<file path="src/rtl/serial_adder_ctrl_pkg.sv">
// Shared definitions for the bit-serial adder controller:
// FSM state encoding, default width and a counter-width helper.
package serial_adder_ctrl_pkg;

  localparam int SA_N = 8;

  typedef enum logic [1:0] {
    S_IDLE = 2'd0,
    S_RUN  = 2'd1,
    S_DONE = 2'd2
  } state_t;

  // Bit-counter width; never below one bit so N=2 still
  // gets a real register.
  function automatic int cnt_w(input int n);
    return (n > 2) ? $clog2(n) : 1;
  endfunction

endpackage

</file>
<file path="src/rtl/serial_adder_ctrl_fulladder.sv">
// One-bit adder cells: halfadder and a fulladder built from two
// halfadders plus an OR. Ports: x,y,z in; S sum, C carry out.
module halfadder (
  input  logic x,
  input  logic y,
  output logic s,
  output logic c
);

  assign s = x ^ y;
  assign c = x & y;

endmodule

module fulladder (
  input  logic x,
  input  logic y,
  input  logic z,
  output logic S,
  output logic C
);

  logic s0;
  logic c0;
  logic c1;

  halfadder ha0 (
    .x(x),
    .y(y),
    .s(s0),
    .c(c0)
  );

  halfadder ha1 (
    .x(s0),
    .y(z),
    .s(S),
    .c(c1)
  );

  // Both halfadder carries can never be high together,
  // so OR is the full carry.
  assign C = c0 | c1;

endmodule

</file>
<file path="src/rtl/serial_adder_ctrl.sv">
// Bit-serial N-bit adder: LSB-first, one bit per clock.
// In: clk, rst, start, a, b. Out: busy, done, sum, cout.
module serial_adder_ctrl
  import serial_adder_ctrl_pkg::*;
#(
  parameter int N = SA_N
) (
  input  logic         clk,
  input  logic         rst,
  input  logic         start,
  input  logic [N-1:0] a,
  input  logic [N-1:0] b,
  output logic         busy,
  output logic         done,
  output logic [N-1:0] sum,
  output logic         cout
);

  localparam int CW = cnt_w(N);

  state_t state;
  state_t state_n;

  logic [N-1:0]  sa;
  logic [N-1:0]  sb;
  logic [CW-1:0] cnt;
  logic          carry;

  logic          load;
  logic          step;
  logic          last;
  logic          fa_s;
  logic          fa_c;

  assign last = (cnt == CW'(N - 1));

  fulladder fa (
    .x(sa[0]),
    .y(sb[0]),
    .z(carry),
    .S(fa_s),
    .C(fa_c)
  );

  always_ff @(posedge clk) begin
    if (rst) begin
      state <= S_IDLE;
    end else begin
      state <= state_n;
    end
  end

  always_comb begin
    state_n = state;
    load    = 1'b0;
    step    = 1'b0;
    unique case (state)
      S_IDLE: begin
        if (start) begin
          load    = 1'b1;
          state_n = S_RUN;
        end
      end
      S_RUN: begin
        step = 1'b1;
        if (last) begin
          state_n = S_DONE;
        end
      end
      S_DONE: begin
        // A start here is accepted back-to-back.
        if (start) begin
          load    = 1'b1;
          state_n = S_RUN;
        end else begin
          state_n = S_IDLE;
        end
      end
      default: begin
        state_n = S_IDLE;
      end
    endcase
  end

  // busy/done are flops loaded from the next state so they
  // line up with the state register without output decode.
  always_ff @(posedge clk) begin
    if (rst) begin
      busy  <= 1'b0;
      done  <= 1'b0;
      sa    <= '0;
      sb    <= '0;
      cnt   <= '0;
      carry <= 1'b0;
      sum   <= '0;
      cout  <= 1'b0;
    end else begin
      busy <= (state_n == S_RUN);
      done <= (state_n == S_DONE);
      if (load) begin
        sa    <= a;
        sb    <= b;
        cnt   <= '0;
        carry <= 1'b0;
        sum   <= '0;
        cout  <= 1'b0;
      end else if (step) begin
        sa    <= sa >> 1;
        sb    <= sb >> 1;
        cnt   <= cnt + CW'(1);
        carry <= fa_c;
        // New bit enters at the MSB; after N steps the
        // first bit has reached position 0.
        sum   <= {fa_s, sum[N-1:1]};
        if (last) begin
          cout <= fa_c;
        end
      end
    end
  end

endmodule

</file>
<file path="config.mk">
export PLATFORM = sky130hd
export DESIGN_NAME = serial_adder_ctrl
export DESIGN_NICKNAME = d
export VERILOG_FILES = /design/src/rtl/serial_adder_ctrl_pkg.sv /design/src/rtl/serial_adder_ctrl_fulladder.sv /design/src/rtl/serial_adder_ctrl.sv
export SDC_FILE = /design/constraint.sdc
export NUM_CORES = 1
export LEC_CHECK = 0
export CORE_MARGIN = 2
export CORE_UTILIZATION = 49
export DETAILED_ROUTE_END_ITERATION = 7
export HOLD_SLACK_MARGIN = 0.06
export PLACE_DENSITY = 0.9
export SLEW_MARGIN = 15
export SYNTH_ARGS = -nofsm -noshare
export SYNTH_HDL_FRONTEND = slang
export SYNTH_SLANG_ARGS = --single-unit
</file>
<file path="constraint.sdc">
create_clock -name clk -period 1.75 [get_ports clk]
set_clock_uncertainty 0.2 [all_clocks]
set_input_delay 0.35 -clock clk [delete_from_list [all_inputs] [get_ports clk]]
set_output_delay 0.35 -clock clk [all_outputs]
set_load 0.01 [all_outputs]
</file>
Word-level counts from Yosys, hierarchy flattened
Index checks and enable logic that the tools add are counted.
{"block": "totals", "register_bits": 33, "output_inout_bits": 11, "elab_cells": 36}
{"block": "op_classes", "n_addsub": 1, "eq_ne": 5, "mux": 11, "bitwise": 5, "n_reduce_logical": 5}
{"op": "$mux 8", "count": 4}
{"op": "$pmux 2 s3", "count": 1}
{"op": "$eq 2x1->1 const B", "count": 2}
{"op": "$eq 2x2->1 const B", "count": 2}
{"op": "$mux 1", "count": 4}
{"op": "$mux 2", "count": 2}
{"op": "$reduce_or 2->1", "count": 2}
{"op": "$add 3x1->3 const B", "count": 1}
{"op": "$eq 3x3->1 const B", "count": 1}
{"op": "$and 1x1->1", "count": 2}
{"op": "$logic_not 2->1", "count": 1}
{"op": "$reduce_and 2->1", "count": 1}
{"op": "$reduce_bool 2->1", "count": 1}
{"op": "$xor 1x1->1", "count": 2}
{"op": "$or 1x1->1", "count": 1}

Longest topological paths before layout
Gate-level depths: netlist (run 1).
{"block": "depth", "word_depth": 4, "depth_mapped": 5}

By module
From an unflattened synthesis (run 1), not the netlist that was laid out.
{"block": "hier_totals", "hier_cells": 149, "hier_area_um2": 1363.8}
{"module": "serial_adder_ctrl", "n_inst": 1, "cells_per_inst": 146, "area_per_inst_um2": 1332.5, "seq_area_each_um2": 660.6}
{"module": "halfadder", "n_inst": 2, "cells_per_inst": 1, "area_per_inst_um2": 12.5, "seq_area_each_um2": 0.0}
{"module": "fulladder", "n_inst": 1, "cells_per_inst": 1, "area_per_inst_um2": 6.3, "seq_area_each_um2": 0.0}

Worst setup path after synthesis (run 1)
No wires, ideal clock.
{"block": "synth_path", "path_type": "flip-flop to flip-flop", "from": "register state[1]", "to": "register sa[1]", "setup_ns": 0.136, "t_arrival_ns": 0.936, "required_ns": 1.414, "path_slack_ns": 0.479, "stages_incl_launch_ff": 6, "n_path_buf": 2, "path_cell_list": "dfxtp_1 > and2b_2 > buf_6 > buf_6 > nor3_1 > nor3_1"}
{"block": "synth_between", "elab_chain_len": 4, "word_cells_on_any_way": 8}
{"element": "start, declared", "line": "serial_adder_ctrl.sv:21", "source": "state_t state;"}
{"element": "start signal, assigned", "line": "serial_adder_ctrl.sv:49", "source": "state <= state_n;"}
{"element": "$eq 2x2->1 or $logic_not 2->1 (tied branches)", "line": "serial_adder_ctrl.sv:57", "source": "unique case (state)"}
{"element": "$reduce_or 2->1 (no source line)"}
{"element": "$mux 1"}
{"element": "$mux 8 or $reduce_bool 2->1 (tied branches)"}
{"element": "end signal, assigned", "line": "serial_adder_ctrl.sv:108", "source": "sa <= sa >> 1;"}
{"element": "end, declared", "line": "serial_adder_ctrl.sv:24", "source": "logic [N-1:0] sa;"}
Several ways; a longest one is shown, not always the timed one.
A chain may end at the register's enable or synchronous reset.

Worst setup path in the final report (run 1)
{"block": "layout_path", "from": "register sum[5]", "to": "output port sum[5]"}
{"element": "start, declared", "line": "serial_adder_ctrl.sv:15", "source": "output logic [N-1:0] sum,"}
{"element": "start signal, assigned", "line": "serial_adder_ctrl.sv:114", "source": "sum <= {fa_s, sum[N-1:1]};"}
No word-level cell between the ends.

==> reports/summary.json, run 1 <==
{
  "routing": {
    "vias_per_cell": 5.51,
    "detail_route.iter0.violations": 23,
    "drc": 0,
    "route.vias.total": 1158,
    "antenna_left": 0,
    "wl_met1_um": 1120,
    "detail_route.first_pass.iterations": 4,
    "routed_wl_per_cell_um": 13.1,
    "met3_layer_wire_length_in_the_routed_design_um": 129,
    "postRouteWirelength_um": 2750,
    "met2RoutedLength_um": 1430,
    "dr.max_layer_used": "met4"
  },
  "die": {
    "io-pin-count": 30,
    "floorplan.initialDensity_pct": 50.3,
    "placementRows": 19,
    "die_width_um": 56.5,
    "core_area_sq_um": 2690,
    "die_height_um": 56.5,
    "floorplan.die_area_sq_um": 3200
  },
  "global_routing": {
    "grt_first_pass_wirelength_um": 4750,
    "number_of_antenna_violations_at_the_first_check_in_global_routing": 0,
    "grt_pass1_vias": 1116,
    "maximum_number_of_pins_on_one_net_before_global_route_repair": 21,
    "grt.total_usage_pct": 19.1,
    "globalRoute.totalOverflow": 0
  },
  "setup_path": {
    "critical_path.top_delay_family": "flip-flops",
    "r2r.worst_path.cells": 4,
    "worst_setup_path_start_kind": "flop",
    "worstPathRequired_ns": 1.20,
    "timing_worst_setup_path_type": "flop to output pin",
    "path_cells": "dlygate4sd2_1",
    "timing.critical_path.to_type": "output pin",
    "worst-path-max-fanout": 3,
    "worstPathBufferInverterCount": 1,
    "max_stage_delay_on_crit_path_ns": 0.37,
    "crit_slowest_cell": "sky130_fd_sc_hd__dfxtp_1",
    "crit_arrival_ns": 0.98,
    "worst-path-stages": 1
  },
  "finish": {
    "syn_to_final_growth_pct": 25.1,
    "final_core_util_pct": 63.0,
    "final_common_cell": "sky130_fd_sc_hd__dfxtp_1",
    "layout.nets": 200,
    "antenna-diode-count": 0,
    "commonest_cells_after_routing_fill_and_taps_aside": "sky130_fd_sc_hd__dfxtp_1, sky130_fd_sc_hd__nand2_1, sky130_fd_sc_hd__nor3_1, sky130_fd_sc_hd__clkdlybuf4s50_1, sky130_fd_sc_hd__a21oi_1",
    "final_layout_size_suffix_gt1_share_pct": 12.8
  },
  "logic_synthesis": {
    "yosysWarnings": 0,
    "count_of_flip_flops_with_a_built_in_enable_after_synthesis": 0,
    "netlist-cell-type-count": 25,
    "synth.largest_area_cell": "sky130_fd_sc_hd__dfxtp_1",
    "yosys-top-cells-area": "sky130_fd_sc_hd__dfxtp_1, sky130_fd_sc_hd__nand2_1, sky130_fd_sc_hd__nor3_1",
    "synthesis.instances": 147,
    "asyncSetResetFlopFracSynth_pct": 0,
    "most_frequently_used_flop_master_after_synthesis": "sky130_fd_sc_hd__dfxtp_1",
    "ys_ff_latch": 33,
    "synth_area_per_cell_sq_um": 9.20,
    "synth_top_area_share_pct": 48.8,
    "ys_seq_area_share_pct": 48.8,
    "postSynthNetCount": 169,
    "synthesis.area_sq_um": 1350
  },
  "min_path": {
    "min-delay-path-class": "flop to flop",
    "worst_hold_path.num_cells": 2
  },
  "pwr": {
    "power_density_of_the_placed_cells_nw_per_um2": 861,
    "power.leakage_nw": 0.684,
    "vdd_ir_drop_max_mv": 0.602,
    "sum_of_internal_switching_and_leakage_power_w": 0.00146
  },
  "timing": {
    "worst-slew-pin-transition_ns": 0.352,
    "setup_repair_after_global_routing_missed_its_margin": "no",
    "maxClockFrequency_mhz": 653,
    "worst_slew_margin_rel_pct": 76.5,
    "period_share_pct": 87.5,
    "drv_slew": 0,
    "final_period_minus_worst_setup_slack_ns": 1.53,
    "hold_viol": 0,
    "setup-violations-final": 0,
    "setup_tns_ns": 0
  },
  "clock_network": {
    "h-tree-depth": 2,
    "clock_latency_ns": 0.34,
    "cts-hold-fix-buffers": 0,
    "cts.path.max_buffers": 2,
    "cts_num_sinks": 33,
    "cts_buffers": 5,
    "clock_tree.root_cell": "sky130_fd_sc_hd__clkbuf_4",
    "clk_transition_reported_paths_ns": 0.10,
    "tritoncts": "yes"
  },
  "status": {
    "run_status": "finished, final reports clean"
  },
  "place": {
    "port_buffers": 29,
    "place_hpwl_um": 2010,
    "routabilityCongestion": 0.776
  },
  "flow_run": {
    "drv.max_cap_violation_count": 0
  }
}
[final timing paths]
kind	slack (ns)	endpoint	from
setup / recovery	0.22	sum[5]	sum[5]
hold / removal	0.26	sum[0]	sum[0]
setup reg to reg	0.26	sum[7]	state[0]
hold reg to reg	0.26	sum[0]	sum[0]
[where the power goes]
group	switching, W	internal (W)	total, W
Sequential	0.0000251	0.000792	0.000817
Combinational	0.000113	0.000118	0.000231
Clock	0.000254	0.000153	0.000407
Total	0.000392	0.00106	0.00146
[what timing repair did]
action	in CTS	in global routing
buffers inserted	0	0
pin swaps	0	0
endpoints found under the setup margin	9	2
resized for setup	9	2
[cells in the mapped netlist, drive strengths merged, types with 2 or more instances]
library cell and number:
dfxtp 33, nor3 19, a22oi 2, buf 10
nand2b 3, nand2 30, nor2 8, o22ai 9
clkbuf 2, nand3 4, a311oi 3, ha 2
a21oi 15, and2b 2
[routing by layer]
metal	track usage, %	vias to the layer above
li1	-	576
met1	21.1	545
met2	33.1	30
met3	5.99	7
met4	8.84	0
met5	0	-
[cell type report]
| class | count | area, sq um |
|---|---|---|
| fillers | 235 | 995 |
| flip-flops and latches | 33 | 661 |
| multi-input cells | 102 | 579 |
| repair buffers | 36 | 362 |
| clock buffers | 6 | 41.3 |
| well taps | 31 | 38.8 |
| clock inverters | 2 | 10.0 |
[registers in the layout, indices dropped and copies added, names as in the netlist]
register / cells
sa: 8
sb: 8
sum: 8
cnt: 3
state: 2
busy: 1
carry: 1
cout: 1
done: 1
[cells by family (layout without fill, tap and decap cells)]
family                   after synthesis  in the layout  synth area share (%)
AO/OA/AOI/OAI                         30             30                  14.7
multiplexers                           1              1                 0.740
adder cells (fa/ha/maj)                3              3                  3.33
AND/OR/NAND/NOR                       67             67                  23.4
flip-flops                            33             33                  48.8
XOR/XNOR                               1              1                 0.648
buffers and inverters                 12             44                  8.33
[through the flow]
step,area [sq um],worst slack (ns),cells,hold WS [ns]
after global routing,1690,0.132,210,0.276
after detailed placement,1650,-0.105,202,0.246
final,1690,0.218,210,0.260
after floorplan,1350,0.479,147,0.240
after global placement,1650,-0.0162,202,0.241
after CTS,1690,0.00298,210,0.260
Power figures use the tool's default switching activity.
==> run 2, diff against run 1 <==
Settings changed: CORE_MARGIN 2 to not set.
==> run 2 against run 1 <==
  * First-iteration DRC count increased by 30%
  * Sequential share of layout area increased by 0.29 points
  * Sequential power about the same
  * Largest power group unchanged
  * Clock power decreased by 8.8%
==> reports/summary.json, run 2 (synthesis gave the netlist of run 1 again) <==
{
  "finish": {
    "largest_registers": "sa (8), sb (8), sum (8)",
    "final_core_util_pct": 66.0,
    "final_common_cell": "sky130_fd_sc_hd__dfxtp_1",
    "filler_cell_count": 218,
    "antenna-diode-count": 0,
    "final_design_area_no_fill_sq_um": 1680,
    "layout.nets": 200,
    "commonest_cells_after_routing_fill_and_taps_aside": "sky130_fd_sc_hd__dfxtp_1, sky130_fd_sc_hd__nand2_1, sky130_fd_sc_hd__nor3_1, sky130_fd_sc_hd__clkdlybuf4s50_1, sky130_fd_sc_hd__a21oi_1",
    "final_layout_size_suffix_gt1_share_pct": 12.4,
    "syn_to_final_growth_pct": 24.1,
    "finalNonFillerCells": 207
  },
  "timing": {
    "worst-slew-pin-transition_ns": 0.357,
    "maxClockFrequency_mhz": 585,
    "final_period_minus_worst_setup_slack_ns": 1.71,
    "hold_viol": 0,
    "worst_slew_margin_rel_pct": 76.2,
    "setup-violations-final": 0,
    "setup_repair_after_global_routing_missed_its_margin": "no",
    "setup_tns_ns": 0,
    "drv_slew": 0,
    "period_share_pct": 97.6,
    "hold-worst-slack_ns": 0.264
  },
  "global_routing": {
    "grt.total_usage_pct": 22.6,
    "grt_first_pass_wirelength_um": 4610,
    "number_of_antenna_violations_at_the_first_check_in_global_routing": 0,
    "grt_pass1_vias": 1110,
    "globalRoute.totalOverflow": 0,
    "maximum_number_of_pins_on_one_net_before_global_route_repair": 21
  },
  "die": {
    "die_height_um": 54.5,
    "floorplan.initialDensity_pct": 53.1,
    "placementRows": 18,
    "core_area_sq_um": 2540,
    "die_width_um": 54.5,
    "io-pin-count": 30,
    "floorplan.die_area_sq_um": 2970
  },
  "setup_path": {
    "worstPathRequired_ns": 1.20,
    "reg2reg_slack_ns": 0.25,
    "critical_path.top_delay_family": "buffers and inverters",
    "r2r.worst_path.cells": 4,
    "critical_path.endpoint": "done",
    "crit_arrival_ns": 1.16,
    "timing.rr.end": "carry",
    "crit_slowest_cell": "sky130_fd_sc_hd__clkdlybuf4s50_1",
    "worst-path-max-fanout": 1,
    "timing_worst_setup_path_type": "flop to output pin",
    "setup.worst_path.start": "done",
    "rr_startpoint": "state[0]",
    "worstPathBufferInverterCount": 1,
    "timing.critical_path.to_type": "output pin",
    "worst_setup_path_start_kind": "flop",
    "max_stage_delay_on_crit_path_ns": 0.52,
    "worst-path-stages": 1,
    "path_cells": "clkdlybuf4s50_1"
  },
  "routing": {
    "antenna_left": 0,
    "postRouteWirelength_um": 2790,
    "vias_per_cell": 5.64,
    "detail_route.first_pass.iterations": 4,
    "drc": 0,
    "routed_wl_per_cell_um": 13.5,
    "detail_route.iter0.violations": 30,
    "route.vias.total": 1168
  },
  "pwr": {
    "power_density_of_the_placed_cells_nw_per_um2": 846,
    "vdd_ir_drop_max_mv": 0.604,
    "power.leakage_nw": 0.660
  },
  "place": {
    "routabilityCongestion": 0.785,
    "port_buffers": 29,
    "post-place-cells": 201,
    "place_hpwl_um": 2010,
    "dpl_cell_area_sq_um": 1650
  },
  "min_path": {
    "min-delay-path-class": "flop to flop"
  },
  "clock_network": {
    "cts_buffers": 5,
    "clock_latency_ns": 0.33,
    "tritoncts": "yes",
    "cts_num_sinks": 33,
    "cts.path.max_buffers": 2,
    "h-tree-depth": 2,
    "clock_tree.root_cell": "sky130_fd_sc_hd__clkbuf_4",
    "clk_transition_reported_paths_ns": 0.09,
    "cts_setup_buffers": 0
  },
  "status": {
    "run_status": "finished, final reports clean"
  },
  "flow_run": {
    "drv.max_cap_violation_count": 0
  }
}
[run 2: report_power, final]
group	total, W	leakage, nW	switching [W]	internal [W]
registers	0.000818	0.270	0.0000261	0.000792
clock network	0.000371	0.0269	0.000232	0.000139
logic	0.000231	0.363	0.000113	0.000118
total	0.00142	0.660	0.000371	0.00105
[run 2: cell type report]
class	instances	area [sq um]	share of cell area [%]
sequential	33	661	39.3
multi-input combinational	102	579	34.5
clock buffer	5	37.5	2.24
timing repair buffer	36	359	21.4
clock inverter	1	5.00	0.298
tap	30	37.5	2.24
[run 2: stage by stage]
stage          worst slack, ns  total power (W)
3_3_place_gp           -0.0155          0.00105
5_1_grt                0.00970          0.00149
2_1_floorplan            0.479         0.000994
3_5_place_dp           -0.0480          0.00107
6_report                0.0420          0.00142
4_1_cts                 0.0147          0.00143
[run 2: how the worst min path moves through the flow]
stage               depth (start not counted)  startpoint  slack, ns     end
CTS                                         2        cout       0.26    cout
global route                                2      cnt[1]       0.30  cnt[1]
detailed placement                          2        cout       0.25    cout
finish                                      2      sum[0]       0.26  sum[0]
global placement                            2      sum[0]       0.24  sum[0]
floorplan                                   2      cnt[1]       0.24  cnt[1]
[run 2: timing repair]
action	in CTS	in global routing
endpoints found under the setup margin	9	1
hold buffers	0	0
gates resized for setup	9	1
[run 2: metal layers]
layer	wire [um]	part of all wire (%)	vias up	GRT usage [%]
met5	0	0	-	0
met4	67	2.4	0	12.4
met3	177	6.3	8	7.50
met2	1430	51	36	39.6
met1	1120	40	553	23.5
li1	-	-	571	-
